File: config.mk
export PLATFORM = sky130hd
export DESIGN_NAME = load_store_unit
export DESIGN_NICKNAME = d
export VERILOG_FILES = /design/src/rtl/load_store_unit.sv
export SDC_FILE = /design/constraint.sdc
export NUM_CORES = 1
export LEC_CHECK = 0
export CAP_MARGIN = 25
export CORE_UTILIZATION = 47
export CTS_CLUSTER_DIAMETER = 80
export DETAILED_ROUTE_END_ITERATION = 10
export GPL_ROUTABILITY_DRIVEN = 0
export PLACE_DENSITY = 0.91
export SYNTH_ARGS = -nofsm -noshare
export SYNTH_HDL_FRONTEND = slang
export SYNTH_SLANG_ARGS = --single-unit
File: constraint.sdc
create_clock -name i_clk -period 7.4 [get_ports i_clk]
set_input_delay 1.85 -clock i_clk [delete_from_list [all_inputs] [get_ports i_clk]]
set_output_delay 1.85 -clock i_clk [all_outputs]
set_load 0.02 [all_outputs]
File: src/rtl/load_store_unit.sv
// Load/store unit: turns a datapath memory instruction into one word-aligned
// req/ack memory transaction with byte enables, stalls the core while the
// access is in flight, and reports extended load data or an error code in a
// single-cycle completion beat.
module load_store_unit #(
  parameter int TIMEOUT = 16,
  parameter int ADDR_W  = 32
) (
  input  logic              i_clk,
  input  logic              i_rst,
  input  logic              i_valid,
  input  logic              i_is_store,
  input  logic [2:0]        i_funct3,
  input  logic [ADDR_W-1:0] i_addr,
  input  logic [31:0]       i_wdata,
  output logic              o_stall,
  output logic              o_done,
  output logic [31:0]       o_rdata,
  output logic              o_err,
  output logic [1:0]        o_err_code,
  output logic              o_mem_req,
  output logic              o_mem_we,
  output logic [ADDR_W-1:0] o_mem_addr,
  output logic [3:0]        o_mem_be,
  output logic [31:0]       o_mem_wdata,
  input  logic              i_mem_ack,
  input  logic [31:0]       i_mem_rdata
);

  typedef enum logic [1:0] {
    S_IDLE = 2'd0,
    S_REQ  = 2'd1,
    S_DONE = 2'd2
  } state_t;

  localparam logic [7:0] TO_LAST = 8'(TIMEOUT - 1);

  localparam logic [1:0] ERR_MISALIGN = 2'b01;
  localparam logic [1:0] ERR_TIMEOUT  = 2'b10;
  localparam logic [1:0] ERR_ILLEGAL  = 2'b11;

  state_t            state_q, state_d;
  logic [7:0]        cnt_q, cnt_d;
  logic [2:0]        f3_q, f3_d;
  logic [1:0]        lo_q, lo_d;
  logic              mem_req_q, mem_req_d;
  logic              mem_we_q, mem_we_d;
  logic [ADDR_W-1:0] mem_addr_q, mem_addr_d;
  logic [3:0]        mem_be_q, mem_be_d;
  logic [31:0]       mem_wdata_q, mem_wdata_d;
  logic              done_q, done_d;
  logic [31:0]       rdata_q, rdata_d;
  logic              err_q, err_d;
  logic [1:0]        err_code_q, err_code_d;

  // Only the RV32 width codes this unit supports are accepted.
  function automatic logic f3_legal(input logic is_store, input logic [2:0] f3);
    if (is_store) return (f3 == 3'b000) || (f3 == 3'b001) || (f3 == 3'b010);
    return (f3 == 3'b000) || (f3 == 3'b001) || (f3 == 3'b010) ||
           (f3 == 3'b100) || (f3 == 3'b101);
  endfunction

  // Halves need an even address, words a 4-byte aligned one.
  function automatic logic misaligned(input logic [2:0] f3, input logic [1:0] lo);
    case (f3[1:0])
      2'b01:   return lo[0];
      2'b10:   return lo != 2'b00;
      default: return 1'b0;
    endcase
  endfunction

  // Byte-lane mask, shared by loads and stores.
  function automatic logic [3:0] lane_be(input logic [2:0] f3, input logic [1:0] lo);
    case (f3[1:0])
      2'b00:   return 4'b0001 << lo;
      2'b01:   return lo[1] ? 4'b1100 : 4'b0011;
      default: return 4'b1111;
    endcase
  endfunction

  // Replicate narrow store data so every enabled lane sees the right bytes.
  function automatic logic [31:0] store_data(input logic [2:0] f3, input logic [31:0] w);
    case (f3[1:0])
      2'b00:   return {4{w[7:0]}};
      2'b01:   return {2{w[15:0]}};
      default: return w;
    endcase
  endfunction

  // Pick the addressed byte/half out of the read word and extend it.
  function automatic logic [31:0] load_ext(input logic [2:0] f3, input logic [1:0] lo,
                                           input logic [31:0] w);
    logic [7:0]  b;
    logic [15:0] h;
    case (lo)
      2'b00:   b = w[7:0];
      2'b01:   b = w[15:8];
      2'b10:   b = w[23:16];
      default: b = w[31:24];
    endcase
    h = lo[1] ? w[31:16] : w[15:0];
    case (f3)
      3'b000:  return {{24{b[7]}}, b};
      3'b001:  return {{16{h[15]}}, h};
      3'b100:  return {24'd0, b};
      3'b101:  return {16'd0, h};
      default: return w;
    endcase
  endfunction

  // Next-state and next-output logic for the IDLE/REQ/DONE sequencer.
  always_comb begin
    state_d     = state_q;
    cnt_d       = cnt_q;
    f3_d        = f3_q;
    lo_d        = lo_q;
    mem_req_d   = mem_req_q;
    mem_we_d    = mem_we_q;
    mem_addr_d  = mem_addr_q;
    mem_be_d    = mem_be_q;
    mem_wdata_d = mem_wdata_q;
    done_d      = 1'b0;
    rdata_d     = 32'd0;
    err_d       = 1'b0;
    err_code_d  = 2'b00;
    case (state_q)
      S_IDLE: begin
        if (i_valid) begin
          if (!f3_legal(i_is_store, i_funct3)) begin
            state_d    = S_DONE;
            done_d     = 1'b1;
            err_d      = 1'b1;
            err_code_d = ERR_ILLEGAL;
          end else if (misaligned(i_funct3, i_addr[1:0])) begin
            state_d    = S_DONE;
            done_d     = 1'b1;
            err_d      = 1'b1;
            err_code_d = ERR_MISALIGN;
          end else begin
            state_d     = S_REQ;
            cnt_d       = 8'd0;
            f3_d        = i_funct3;
            lo_d        = i_addr[1:0];
            mem_req_d   = 1'b1;
            mem_we_d    = i_is_store;
            mem_addr_d  = {i_addr[ADDR_W-1:2], 2'b00};
            mem_be_d    = lane_be(i_funct3, i_addr[1:0]);
            mem_wdata_d = i_is_store ? store_data(i_funct3, i_wdata) : 32'd0;
          end
        end
      end
      S_REQ: begin
        // Ack takes priority over a timeout landing in the same cycle.
        if (i_mem_ack || (cnt_q == TO_LAST)) begin
          state_d     = S_DONE;
          done_d      = 1'b1;
          mem_req_d   = 1'b0;
          mem_we_d    = 1'b0;
          mem_addr_d  = '0;
          mem_be_d    = 4'd0;
          mem_wdata_d = 32'd0;
          cnt_d       = 8'd0;
          if (i_mem_ack) begin
            rdata_d = mem_we_q ? 32'd0 : load_ext(f3_q, lo_q, i_mem_rdata);
          end else begin
            err_d      = 1'b1;
            err_code_d = ERR_TIMEOUT;
          end
        end else begin
          cnt_d = cnt_q + 8'd1;
        end
      end
      default: begin
        state_d = S_IDLE;
      end
    endcase
  end

  // Sequencer state and all registered outputs; reset drops the request at once.
  always_ff @(posedge i_clk or posedge i_rst) begin
    if (i_rst) begin
      state_q     <= S_IDLE;
      cnt_q       <= 8'd0;
      f3_q        <= 3'd0;
      lo_q        <= 2'd0;
      mem_req_q   <= 1'b0;
      mem_we_q    <= 1'b0;
      mem_addr_q  <= '0;
      mem_be_q    <= 4'd0;
      mem_wdata_q <= 32'd0;
      done_q      <= 1'b0;
      rdata_q     <= 32'd0;
      err_q       <= 1'b0;
      err_code_q  <= 2'b00;
    end else begin
      state_q     <= state_d;
      cnt_q       <= cnt_d;
      f3_q        <= f3_d;
      lo_q        <= lo_d;
      mem_req_q   <= mem_req_d;
      mem_we_q    <= mem_we_d;
      mem_addr_q  <= mem_addr_d;
      mem_be_q    <= mem_be_d;
      mem_wdata_q <= mem_wdata_d;
      done_q      <= done_d;
      rdata_q     <= rdata_d;
      err_q       <= err_d;
      err_code_q  <= err_code_d;
    end
  end

  // Stall covers the accepting IDLE cycle and every REQ cycle, never DONE.
  assign o_stall = !i_rst && ((state_q == S_REQ) || ((state_q == S_IDLE) && i_valid));

  assign o_done      = done_q;
  assign o_rdata     = rdata_q;
  assign o_err       = err_q;
  assign o_err_code  = err_code_q;
  assign o_mem_req   = mem_req_q;
  assign o_mem_we    = mem_we_q;
  assign o_mem_addr  = mem_addr_q;
  assign o_mem_be    = mem_be_q;
  assign o_mem_wdata = mem_wdata_q;

endmodule

## Yosys cells after proc, flatten, opt, wreduce, memory -nomap -nowiden

Index checks and enable logic that the tools add are counted.

- Logic and storage cells: 122
- Input port bits: 104
- Register bits after elaboration: 121

- Shift-type cells: 1
- Reductions and logical operators: 20
- Equality and inequality tests: 17
- Bitwise operators: 1
- Muxes and demuxes: 69
- Add/sub/neg operators: 1

Operator list:

| cell | number |
|---|---|
| 2-to-1 mux 32 bit | 12 |
| one-hot mux 32 bit (2 select lines) | 3 |
| one-hot mux 32 bit (4 select lines) | 1 |
| 2-to-1 mux 8 bit | 4 |
| 2-to-1 mux 1 bit | 24 |
| one-hot mux 8 bit (3 select lines) | 1 |
| 2-to-1 mux 4 bit | 5 |
| 2-to-1 mux 16 bit | 1 |
| 2-to-1 mux 2 bit | 8 |
| one-hot mux 4 bit (2 select lines) | 2 |
| one-hot mux 8 bit (2 select lines) | 1 |
| == test 3 bit, second input constant | 4 |
| one-hot mux 1 bit (2 select lines) | 5 |
| adder 8 x 1 -> 8 bit, second input constant | 1 |
| == test 8 x 4 -> 1 bit, second input constant | 1 |
| != test 2 bit, second input constant | 4 |
| one-hot mux 2 bit (2 select lines) | 2 |
| AND reduction 4 bit | 2 |
| == test 2 x 1 -> 1 bit, second input constant | 3 |
| == test 3 x 1 -> 1 bit, second input constant | 2 |
| logical NOT 2 bit | 3 |
| logical NOT 3 bit | 2 |
| logical OR 1 bit | 6 |
| AND reduction 5 bit | 1 |
| 8 further kinds | 11 |

## Longest topological paths before layout

- Word-level depth: 15
- Depth in mapped cells: 11
- Depth with buffers taken out: 7

## Worst setup path after synthesis

Ideal clock, no wire load.

- Kind: input-to-output
- Start: input i_valid
- End: output o_stall
- Stages on the path: 2
- Data required time: 5550 ps
- Path buffers: 0
- Slack: 3207 ps
- Arrival: 2343 ps
- Cell sequence: nor2_1 nor3_1

- Longest elaborated chain between the ends: 3

Ends and longest elaborated chain:

| item | line | text |
|---|---|---|
| start: declaration | 11 | `input logic i_valid,` |
| logical AND 1 bit | 213 | `assign o_stall = !i_rst && ((state_q == S_REQ) \|\| ((state_q == S_IDLE) && i_valid));` |
| logical OR 1 bit | 213 |  |
| logical AND 1 bit | 213 |  |
| end: declaration | 16 | `output logic o_stall,` |

Every way passes these cells.

## Worst setup path after layout

- Start: input i_funct3[1]
- End: register f3_q[0]

- Longest elaborated chain between the ends: 9
- Elaborated cells on any way between the ends: 21
- Those cells by class: eq/ne (6); mux (8); bitwise (1); reduce/logical (6)

Ends and longest elaborated chain:

| item | line | text |
|---|---|---|
| start: declaration | 13 | `input logic [2:0] i_funct3,` |
| == test 3 x 1 -> 1 bit / logical NOT 3 bit (equally long branches) | 58, 59 |  |
| logical OR 1 bit (2 in a row) | 58, 59 |  |
| logical OR 1 bit | 59 | `return (f3 == 3'b000) \|\| (f3 == 3'b001) \|\| (f3 == 3'b010) \|\|` |
| logical OR 1 bit | 60 | `(f3 == 3'b100) \|\| (f3 == 3'b101);` |
| 2-to-1 mux 1 bit | 59 |  |
| 2-to-1 mux 1 bit | 128 | `if (i_valid) begin` |
| 2-to-1 mux 1 bit | 126 | `case (state_q)` |
| AND reduction 4 bit (no line) (*) | - |  |
| end signal: assignment | 184 | `f3_q <= 3'd0;` |
| end signal: assignment | 198 | `f3_q <= f3_d;` |
| end: declaration | 44 | `logic [2:0] f3_q, f3_d;` |

Every way passes the cells marked *; elsewhere a longest branch is shown, timed or not. The select of a mux whose other input is x is not followed.
A chain may end at the register's enable or synchronous reset.

==> metrics.md <==
| Metric | Value |
|---|---|
| Endpoints failing setup | `0` |
| DR pass1 iterations | `7` |
| Remaining Overflow, GRT | `0` |
| VDD IR max | `0.164 mV` |
| Iter 0 DRT Violations | `431` |
| Min-delay worst type | `flop to flop` |
| Largest net degree at the start of global routing | `79` |
| Worst-path clk slew | `60 ps` |
| DIE AREA | `11,700 um^2` |
| Crit share post-route | `0.691` |
| Antenna Nets Post-Route | `0` |
| Post-synth top area cell | `dfrtp_1` |
| FF/Latch Area | `2980 um^2` |
| Ys Warns | `0` |
| TritonCTS Buffers | `17` |
| Synth Register Bits | `119` |
| Post-synth top cells | `dfrtp_1, a22o_1, nand2_1` |
| Synth area leaders | `dfrtp_1, a22o_1, a21oi_1, nand2_1, nor2_1` |
| Post-synth top area share | `0.564` |
| Most common cell in the netlist | `dfrtp_1` |
| Power Density | `338 nW/um^2` |
| Port bufs | `208` |
| Sum Neg Setup Slack | `0 ps` |
| Least-Margin Pin Slew | `979 ps` |
| Global-route wire length before repair | `25,400 um` |
| Final-report max-slew violation count | `0` |
| Hold Violations, Final | `0` |
| MaxCap Viol Count | `0` |
| Ys flop type | `dfrtp_1` |
| Dpl hpwl | `11,800 um` |
| Worst path slowest cell | `ha_1` |
| Crit path arrival time | `5510 ps` |
| Fmax | `195 MHz` |
| Worst Path Max Fanout | `26` |
| Root Driver | `clkbuf_8` |
| CTS sink count | `119` |
| Final wirelength | `16,700 um` |
| Share of post-route cells with drive strength above 1 | `0.0746` |
| Initial Util | `0.485` |
| Number of global-route vias before repair | `4,908` |
| Number of flops mapped to enable cells by yosys | `0` |
| Ant. Diodes | `0` |
| Resized Gates After CTS | `0` |
| Filler cells | `768` |
| Critical path class | `input port to flop` |
| Max clock buf depth | `2` |
| P&R area growth vs syn | `51.4%` |
| Slew Limit Headroom | `0.345` |
| Leak | `3.53 nW` |
| Area of the multi-input gates | `2100 um^2` |
| Placement-stage cell area | `7420 um^2` |
| Post-synthesis sequential area ratio | `0.564` |
| Synth Instances | `490` |
| Req. time, crit path | `7800 ps` |
| Yosys cell types | `55` |
| Final Skew | `8.91 ps` |
| Worst path max stage delay | `660 ps` |
| Buf+Inv Stages, Crit Path | `3` |
| Crit start category | `input port` |
| # IOs | `211` |
| Post-route cell area | `8000 um^2` |
| Mapped cell area | `5280 um^2` |
| Syn Area/Cell | `10.8 um^2` |
| WL/cell | `20.0 um` |
| CP Cell Sequence | `clkdlybuf4s50_1 -> inv_1 -> ha_1 -> nor2_2 -> a22oi_2 -> nand2_2 -> nor3_4 -> buf_4 -> mux2_1` |
| Setup Buffers After CTS | `0` |
| Total track usage | `0.293` |
| Htree depth | `4` |
| Total vias in the final route | `4,894` |
| Status | `complete, no violations` |
| Core area | `10,900 um^2` |
| DRC | `0` |
| CP Capture Type | `flop` |
| Initial antenna violation count | `0` |
| Die height | `108 um` |
| Drt via density | `5.85` |
| Final critical-path required period | `5120 ps` |
| # rows | `38` |
| Final core utilization | `0.735` |
| CP top delay family | `buffers and inverters` |
| Final net count | `793` |
| Clk Latency, worst-skew pair | `520 ps` |
| Die width | `108 um` |
| FFs w/ async S/R, synth | `1.00` |
| TritonCTS clock tree | `built` |
| RSZ-0062 raised after global routing | `no` |
| Hold_buf cts | `0` |
-- layer usage --
| metal | share of wire | global-route usage | vias to the layer above |
|---|---|---|---|
| met2 | 0.47 | 0.467 | 332 |
| met5 | 0 | 0 | - |
| met4 | 0.050 | 0.159 | 0 |
| li1 | - | - | 2167 |
| met3 | 0.099 | 0.0952 | 66 |
| met1 | 0.38 | 0.351 | 2329 |
-- where the power goes --
part | internal [mW] | total [mW] | switching, mW | leakage, nW
sequential | 0.813 | 0.975 | 0.162 | 1.57
combinational | 0.456 | 0.959 | 0.503 | 1.69
clock | 0.474 | 0.769 | 0.295 | 0.263
-- worst paths after layout --
path | from | end | slack, ps | depth (start not counted)
setup / recovery | i_funct3[1] | f3_q[0] | 2280 | 9
hold / removal | o_mem_wdata[8] | o_mem_wdata[8] | 480 | 2
setup reg to reg | state_q[0] | o_mem_addr[2] | 4830 | 5
hold reg to reg | o_mem_wdata[8] | o_mem_wdata[8] | 480 | 2
max in group asynchronous | i_rst | o_mem_addr[28] | 4740 | 4
min in group asynchronous | i_rst | o_err_code[0] | 1750 | 2
-- state kept, by name (all words and copies together), names as in the netlist, 2 cells and up --
| signal | flops |
|---|---|
| o_mem_addr | 30 |
| state_q | 2 |
| lo_q | 2 |
| o_err_code | 2 |
| o_rdata | 32 |
| f3_q | 3 |
| cnt_q | 8 |
| o_mem_wdata | 32 |
| o_mem_be | 4 |
-- tightest hold or removal path, delay by kind of cell, from the launching register on --
kind	cells	cell delay (ps)
DFF	1	340
AOI/OAI and AO/OA	1	50
and+or+nand+nor	1	50
-- through the flow --
step / instances / power (mW) / setup slack [ps] / hold WS (ps)
after floorplan: 491 / 1.46 / 2390 / 482
after global placement: 805 / 1.89 / 2000 / 459
after detailed placement: 805 / 1.92 / 1830 / 471
after CTS: 836 / 2.70 / 2320 / 485
after global routing: 837 / 2.82 / 2070 / 525
final: 837 / 2.70 / 2280 / 482
-- cells by family (layout without fill, tap and decap cells) --
logic type / after synthesis / count (layout) / synth area share
mux: 18 / 18 / 0.0381
simple gates: 121 / 121 / 0.111
buf+inv: 53 / 259 / 0.0452
other cells: 1 / 2 / 0.000710
fa+ha+maj: 4 / 4 / 0.00947
flops: 119 / 119 / 0.564
compound gates: 174 / 174 / 0.232
-- final cells by class --
| type | instances | share of cell area |
|---|---|---|
| flip-flops and latches | 119 | 0.372 |
| repair buffers | 213 | 0.268 |
| multi-input cells | 319 | 0.262 |
| clock buffers | 18 | 0.0523 |
| well taps | 140 | 0.0219 |
| clock inverters | 13 | 0.0166 |
| inverters | 15 | 0.00735 |
-- cells in the final DEF, fill, tap and decap left out, drive strengths merged, types with 6 or more instances in the layout --
cell type	n
a21oi	41
a221oi	7
a22o	50
a22oi	13
clkbuf	18
clkdlybuf4s50	208
clkinv	7
dfrtp	119
inv	15
mux2	7
mux2i	10
nand2	49
nand2b	6
nand3b	7
nor2	33
o21ai	31
o31ai	16
Power figures use the tool's default switching activity.
